==> src/rtl/mem_readback.sv <==
// mem_readback: reads a contiguous, word-aligned range out of a
// synchronous-read data memory and streams each word with its byte address
// on a valid/ready interface. A 2-entry FIFO absorbs the one-cycle read
// latency, and reads are issued only when the FIFO has room for them.
module mem_readback #(
  parameter int WIDTH = 32,
  parameter int CNT_W = 16
) (
  input  logic             clk,
  input  logic             reset,
  input  logic             start,
  input  logic [WIDTH-1:0] base_addr,
  input  logic [CNT_W-1:0] word_count,
  output logic [WIDTH-1:0] mem_addr,
  output logic             mem_re,
  input  logic [WIDTH-1:0] mem_rdata,
  output logic [WIDTH-1:0] out_data,
  output logic [WIDTH-1:0] out_addr,
  output logic             out_valid,
  input  logic             out_ready,
  output logic             busy,
  output logic             done,
  output logic             err_align
);

  typedef enum logic [1:0] {IDLE, READ, DRAIN, FIN} state_t;

  state_t           state;
  logic [WIDTH-1:0] cur_addr;    // address of the next read to issue
  logic [WIDTH-1:0] last_addr;   // address of the most recently issued read
  logic [CNT_W-1:0] remaining;   // reads still to issue
  logic             inflight;    // a read was issued last cycle; data arrives now

  logic [WIDTH-1:0] fifo_data [2];
  logic [WIDTH-1:0] fifo_addr [2];
  logic             wr_ptr;
  logic             rd_ptr;
  logic [1:0]       fifo_count;

  logic             pop;
  logic [2:0]       occupancy;   // words buffered or in flight after this edge

  assign out_valid = (fifo_count != 2'd0);
  assign out_data  = fifo_data[rd_ptr];
  assign out_addr  = fifo_addr[rd_ptr];

  // Read issue: only when the FIFO can still hold the returning word.
  // NOTE: every signal gets a value on every path through always_comb,
  // otherwise synthesis infers a latch to hold the old value.
  always_comb begin
    pop       = out_valid & out_ready;
    occupancy = {1'b0, fifo_count} + {2'b00, inflight} - {2'b00, pop};
    mem_re    = (state == READ) && (occupancy < 3'd2);
    mem_addr  = mem_re ? cur_addr : last_addr;
  end

  // Control FSM, address/count tracking and registered status outputs.
  // NOTE: state registers use non-blocking assignments so every flop
  // samples the pre-edge values, independent of statement order.
  always_ff @(posedge clk or negedge reset) begin
    if (!reset) begin
      state     <= IDLE;
      cur_addr  <= '0;
      last_addr <= '0;
      remaining <= '0;
      inflight  <= 1'b0;
      busy      <= 1'b0;
      done      <= 1'b0;
      err_align <= 1'b0;
    end else begin
      inflight <= mem_re;
      if (mem_re) begin
        cur_addr  <= cur_addr + WIDTH'(4);
        last_addr <= cur_addr;
        remaining <= remaining - CNT_W'(1);
      end
      case (state)
        IDLE: begin
          if (start) begin
            cur_addr  <= base_addr;
            remaining <= word_count;
            err_align <= 1'b0;
            if (base_addr[1:0] != 2'b00) begin
              err_align <= 1'b1;
              done      <= 1'b1;
              state     <= FIN;
            end else if (word_count == '0) begin
              done  <= 1'b1;
              state <= FIN;
            end else begin
              busy  <= 1'b1;
              state <= READ;
            end
          end
        end
        READ: begin
          if (mem_re && remaining == CNT_W'(1)) begin
            state <= DRAIN;
          end
        end
        DRAIN: begin
          // Finish on the edge that takes the final word out.
          if (occupancy == 3'd0) begin
            done  <= 1'b1;
            busy  <= 1'b0;
            state <= FIN;
          end
        end
        FIN: begin
          done  <= 1'b0;
          state <= IDLE;
        end
        default: state <= IDLE;
      endcase
    end
  end

  // Return FIFO: capture read data with its address, advance on handshake.
  // NOTE: the two storage entries are reset so out_data/out_addr read zero
  // out of reset; larger memories would normally be left unreset.
  always_ff @(posedge clk or negedge reset) begin
    if (!reset) begin
      for (int i = 0; i < 2; i++) begin
        fifo_data[i] <= '0;
        fifo_addr[i] <= '0;
      end
      wr_ptr     <= 1'b0;
      rd_ptr     <= 1'b0;
      fifo_count <= 2'd0;
    end else begin
      if (inflight) begin
        fifo_data[wr_ptr] <= mem_rdata;
        fifo_addr[wr_ptr] <= last_addr;
        wr_ptr            <= ~wr_ptr;
      end
      if (pop) begin
        rd_ptr <= ~rd_ptr;
      end
      fifo_count <= fifo_count + {1'b0, inflight} - {1'b0, pop};
    end
  end

endmodule
==> config.mk <==
export PLATFORM = sky130hd
export DESIGN_NAME = mem_readback
export DESIGN_NICKNAME = d
export VERILOG_FILES = /design/src/rtl/mem_readback.sv
export SDC_FILE = /design/constraint.sdc
export NUM_CORES = 1
export LEC_CHECK = 0
export CORE_AREA = 2 2 184 186
export CTS_CLUSTER_SIZE = 10
export DETAILED_ROUTE_END_ITERATION = 6
export DIE_AREA = 0 0 186 188
export GPL_ROUTABILITY_DRIVEN = 0
export GPL_TIMING_DRIVEN = 0
export SLEW_MARGIN = 20
export SYNTH_ARGS = -nofsm -noshare
export SYNTH_HDL_FRONTEND = slang
export SYNTH_SLANG_ARGS = --single-unit
==> constraint.sdc <==
create_clock -name clk -period 5.1 [get_ports clk]
set_input_delay 1.02 -clock clk [delete_from_list [all_inputs] [get_ports clk]]
set_output_delay 1.02 -clock clk [all_outputs]
set_load 0.005 [all_outputs]
==> out/metrics.csv, run 1 <==
metric;value;unit
cts.sinks;218;
vias;6866;
postRouteAntennaNets;0;
grt_pass1_vias;7292;
viasPerCell;4.57;
synth_top_area_cell;dfrtp_1;
cp-start-kind;input port;
power;8.27;mW
slew-limit-headroom;0.478;
clk_transition_reported_paths;50;ps
dp.cells;1457;
ys_seq_area_frac;0.556;
worst_path_dominant_cell_family;buffers and inverters;
h-tree-depth;1;
arrival;3960;ps
clkPwrFrac;0.212;
critPathKind;in2out;
synth_top_area_frac;0.556;
yosysMostFrequentCell;dfrtp_1;
initial_core_util;0.296;
ir_worst_vdd;275;uV
p_leak;5.71;nW
worstSetupEndpointType;primary output;
syn_to_final_growth;34.4;%
fin_area;0.0132;mm2
powerDensity;627;mW/mm2
setup_violations;0;
row_count;67;
fp.coreArea;0.0331;mm2
switchingPower;2.67;mW
pwr-share-comb;0.417;
crit_buf_inv;5;
syn_inst;823;
clock_latency;530;ps
startpoint;out_ready;
grt_max_degree;95;
reg2reg_depth;14;
first_pass_iters;4;
antenna_found_initial;1;
nFillCells;3209;
die_x;186;um
synth.avg_cell_area;11.9;um2
slowest_delay;580;ps
grt-ovfl-total;0;
final_core_util;0.398;
drive_above_1_share;0.123;
fin_crit_sh;0.976;
dieArea;0.0350;mm2
switching_share;0.323;
grt_pass1_wl;40.5;mm
placed_area;0.0123;mm2
holdWs;408;ps
endpoint;mem_addr[14];
synthArstFlopShare;1.00;
drc;0;
slew_violations;0;
num_io_pins;185;
synth.top_cells.by_area;dfrtp_1 (56%), mux2_1 (14%), mux2_2 (7.8%), nand2_1 (5.6%), xnor2_1 (3.5%);
grt_use_total;0.149;
cp_slowest_cell;fa_2;
num-nets-final;1138;
hp-class;in2async;
path_depth;13;
timing.rr.end;cur_addr[29]$_DFF_PN0_;
period_needed;4980;ps
cts-hold-fix-buffers;0;
run_status;finished clean;
tightest_slew;783;ps
syn-cell-area;0.00980;mm2
drt-total-wl;26.0;mm
synth_fp_nets;917;
drt_iter0_drc;244;
port_buffers;184;
layout_setup_ws;122;ps
yosys_warnings;0;
pre_cts_ws;-1100;ps
hold_viol;0;
r2r_setup_slack;1400;ps
avgRoutedWirePerCell;17.3;um
synth.distinct_cells;39;
synth_flop_cell;dfrtp_1;
maxCapViolations;0;
skew;10.7;ps
rsz0062_at_grt;false;
synth_edf_count;0;
p_int;5.60;mW
crit_path_max_fanout;10;
cts_tree;yes;
cts_buffers;27;
root_buffer;clkbuf_16;
r2r_start;fifo_count[1]$_DFF_PN0_;
fmax;201;MHz
synth-seq-cells;218;
final_cells;1502;
clk_path_buf_depth;3;
path_cells;clkdlybuf4s50_1, and2_1, ha_1, inv_1, ha_1, fa_2, nor2b_4, nand2_4, buf_4, buf_4, nand2_1, o21ai_1, clkdlybuf4s50_1;
dp.final_hpwl;18.7;mm
p_seq_frac;0.372;
required;4080;ps
synth_common_cells;dfrtp_1 (218), nand2_1 (147), mux2_1 (126);
fp.dieH;188;um
tns;0;ps
==> layout by cell type (no fill, tap or decap), types with 2 or more instances in the layout <==
| cell type | instances |
|---|---|
| nor3_1 | 14 |
| and4_1 | 6 |
| mux2_1 | 126 |
| clkbuf_16 | 27 |
| clkinv_2 | 2 |
| buf_4 | 8 |
| clkbuf_8 | 4 |
| nor4_1 | 14 |
| ha_1 | 9 |
| mux2_2 | 68 |
| buf_8 | 3 |
| nor3b_1 | 2 |
| inv_1 | 17 |
| buf_16 | 2 |
| clkdlybuf4s50_1 | 181 |
| nand2_1 | 145 |
| nor2_1 | 20 |
| or4_4 | 2 |
| o21ai_1 | 50 |
| or3_1 | 2 |
| nand4_1 | 6 |
| and2_1 | 3 |
| clkbuf_2 | 2 |
| clkbuf_1 | 37 |
| a31oi_1 | 2 |
| xnor2_1 | 39 |
| xor2_1 | 6 |
| a21oi_1 | 4 |
| dfrtp_1 | 218 |
| nand3_1 | 9 |
==> worst min path at each step <==
stage / from / end / slack, ps
finish: reset / fifo_addr[39]$_DFFE_PN0P_ / 410
global route: reset / fifo_addr[39]$_DFFE_PN0P_ / 430
CTS: reset / fifo_addr[39]$_DFFE_PN0P_ / 420
detailed placement: fifo_data[50]$_DFFE_PN0P_ / fifo_data[50]$_DFFE_PN0P_ / 470
global placement: fifo_data[40]$_DFFE_PN0P_ / fifo_data[40]$_DFFE_PN0P_ / 460
floorplan: cur_addr[0]$_DFFE_PN0P_ / cur_addr[0]$_DFFE_PN0P_ / 450
==> cell type report <==
type,count,area [um2],area share
Sequential cell,218,5460,0.414
Multi-Input combinational cell,546,4160,0.316
Timing Repair Buffer,192,1950,0.148
Clock buffer,35,746,0.0566
Tap cell,448,561,0.0425
Buffer,41,198,0.0150
Inverter,18,70.1,0.00532
Clock inverter,3,40.0,0.00304
Antenna cell,1,2.50,0.000190
==> timing repair <==
action / CTS / global route
resized for setup: 21 / 9
pin swaps: 3 / 2
setup endpoints to repair: 33 / 26
setup buffers: 5 / 1
==> cells by family after synthesis <==
family                     count (synthesis)  synth area share
and+or+nand+nor                          232             0.107
DFF                                      218             0.556
muxes                                    195             0.224
AOI/OAI and AO/OA                         63            0.0351
buffers and inverters                     59            0.0234
xor gates and xnor gates                  46            0.0411
adders and majority gates                 10            0.0135
==> metal layers <==
metal	GRT usage	part of all wire	up-vias
met4	0.0300	0.014	0
met3	0.0270	0.054	30
met2	0.250	0.47	161
li1	-	-	3274
met1	0.202	0.46	3401
met5	0	0	-
==> registers in the layout, indices dropped and copies added (netlist names), 2 cells and up <==
| register | flops |
|---|---|
| last_addr | 32 |
| cur_addr | 32 |
| fifo_data | 64 |
| fifo_addr | 64 |
| fifo_count | 2 |
| state | 2 |
| remaining | 16 |
==> power by group through the flow <==
| stage | logic, mW | registers (mW) | clock network (mW) |
|---|---|---|---|
| after global placement | 3.36 | 3.07 | 0 |
| after CTS | 3.50 | 3.08 | 1.80 |
| after floorplan | 1.80 | 2.94 | 0 |
| after detailed placement | 3.39 | 3.10 | 0 |
| final | 3.44 | 3.07 | 1.75 |
| after global routing | 3.79 | 3.19 | 1.88 |
Note: power is estimated with default switching activity, not from simulation.
==> run 2, diff against run 1 <==
Clock period 5.1 ns to 5.9 ns, I/O delays scaled along.
==> out/metrics.csv, run 2 (same netlist as run 1, synthesis figures left out) <==
metric;value;unit
hp-class;reg2reg;
dieArea;0.0350;mm2
rsz0062_at_grt;false;
required;4720;ps
powerDensity;541;mW/mm2
period_needed;5720;ps
viasPerCell;4.58;
run_status;finished clean;
syn_to_final_growth;33.6;%
antenna_found_initial;1;
drt-total-wl;25.9;mm
grt_pass1_wl;40.3;mm
power;7.08;mW
arrival;4540;ps
grt-ovfl-total;0;
worstSetupEndpointType;primary output;
die_x;186;um
setup_violations;0;
r2r_setup_slack;2220;ps
cts-hold-fix-buffers;0;
avgRoutedWirePerCell;17.3;um
timing.rr.end;cur_addr[29]$_DFF_PN0_;
grt_max_degree;95;
postCtsSetupBuffers;0;
drive_above_1_share;0.114;
cts.sinks;218;
vias;6845;
clk_path_buf_depth;3;
reg2reg_depth;13;
h-tree-depth;1;
initial_core_util;0.296;
tightest_slew;811;ps
grt_pass1_vias;7249;
startpoint;out_ready;
crit_path_max_fanout;10;
fp.dieH;188;um
grt_use_total;0.149;
first_pass_iters;4;
drc;0;
postRouteAntennaNets;0;
num_io_pins;185;
fmax;175;MHz
reg_top3;fifo_addr (64), fifo_data (64);
fin_crit_sh;0.970;
root_buffer;clkbuf_16;
cts_tree;yes;
clk_transition_reported_paths;50;ps
r2r_start;fifo_count[1]$_DFF_PN0_;
maxCapViolations;0;
skew;8.79;ps
layout_setup_ws;180;ps
row_count;67;
p_leak;5.65;nW
ir_worst_vdd;239;uV
dp.final_hpwl;18.7;mm
holdWs;477;ps
pre_cts_ws;-619;ps
cts_buffers;27;
ctsResizeCount;7;
layout_common_cells;dfrtp_1 (218), clkdlybuf4s50_1 (183), nand2_1 (146);
hold_viol;0;
port_buffers;184;
num-nets-final;1132;
clock_latency;530;ps
drt_iter0_drc;248;
slew_violations;0;
endpoint;mem_addr[18];
slew-limit-headroom;0.459;
layout_commonest_cell;dfrtp_1;
fp.coreArea;0.0331;mm2
critPathKind;in2out;
cp-start-kind;input port;
==> run 2: changes by cell type in the layout (fill, tap and decap cells not counted), sizes merged <==
cell / previous run / this run
dlymetal6s2s: 1 / 0
clkbuf: 71 / 75
dlygate4sd2: 1 / 0
clkdlybuf4s50: 181 / 183
buf: 14 / 4
==> run 2: power breakdown <==
| group | internal, mW | switching (mW) | leakage, nW |
|---|---|---|---|
| Clock | 0.911 | 0.600 | 0.388 |
| Combinational | 1.68 | 1.24 | 2.50 |
| Sequential | 2.21 | 0.446 | 2.76 |
| Total | 4.80 | 2.29 | 5.65 |
==> run 2: layout make-up <==
cell class                      count  area, um2
Antenna cell                        1       2.50
Buffer                             41        173
Clock buffer                       35        746
Clock inverter                      3       40.0
Fill cell                        3223      20000
Inverter                           18       67.6
Multi-Input combinational cell    546       4150
Sequential cell                   218       5460
Tap cell                          448        561
Timing Repair Buffer              186       1900
==> run 2: worst max-delay path, cell delays in order <==
cell             delay [ps]
clkdlybuf4s50_1         440
and2_1                  170
ha_1                    270
inv_1                    40
ha_1                    180
fa_1                    560
nor2b_4                 190
nand2_2                 150
inv_2                   140
clkbuf_4                220
clkbuf_4                250
nand2_1                  80
nand2_1                  80
clkdlybuf4s50_1         590
==> run 2: worst min-delay path by stage <==
stage                                         start                         to  cells past startpoint
after floorplan             cur_addr[0]$_DFFE_PN0P_    cur_addr[0]$_DFFE_PN0P_                      2
after global placement    fifo_data[40]$_DFFE_PN0P_  fifo_data[40]$_DFFE_PN0P_                      1
after detailed placement  fifo_data[50]$_DFFE_PN0P_  fifo_data[50]$_DFFE_PN0P_                      1
after CTS                 fifo_addr[55]$_DFFE_PN0P_  fifo_addr[55]$_DFFE_PN0P_                      1
after global routing      fifo_data[53]$_DFFE_PN0P_  fifo_data[53]$_DFFE_PN0P_                      1
final                     fifo_addr[55]$_DFFE_PN0P_  fifo_addr[55]$_DFFE_PN0P_                      1
==> run 2: metrics by stage <==
step	area (um2)	setup TNS, ps	util	instances
5_1_grt	13100	0	0.395	1495
6_report	13100	0	0.395	1496
3_5_place_dp	12300	-7270	0.370	1457
4_1_cts	13100	0	0.395	1495
2_1_floorplan	9800	0	-	823
3_3_place_gp	12200	-1285520	0.369	1455
==> run 2: routing by layer <==
layer / track usage / part of all wire / vias to the layer above
met5: 0 / 0 / -
met2: 0.248 / 0.47 / 172
met1: 0.201 / 0.46 / 3380
met3: 0.0270 / 0.055 / 31
met4: 0.0300 / 0.014 / 0
li1: - / - / 3262
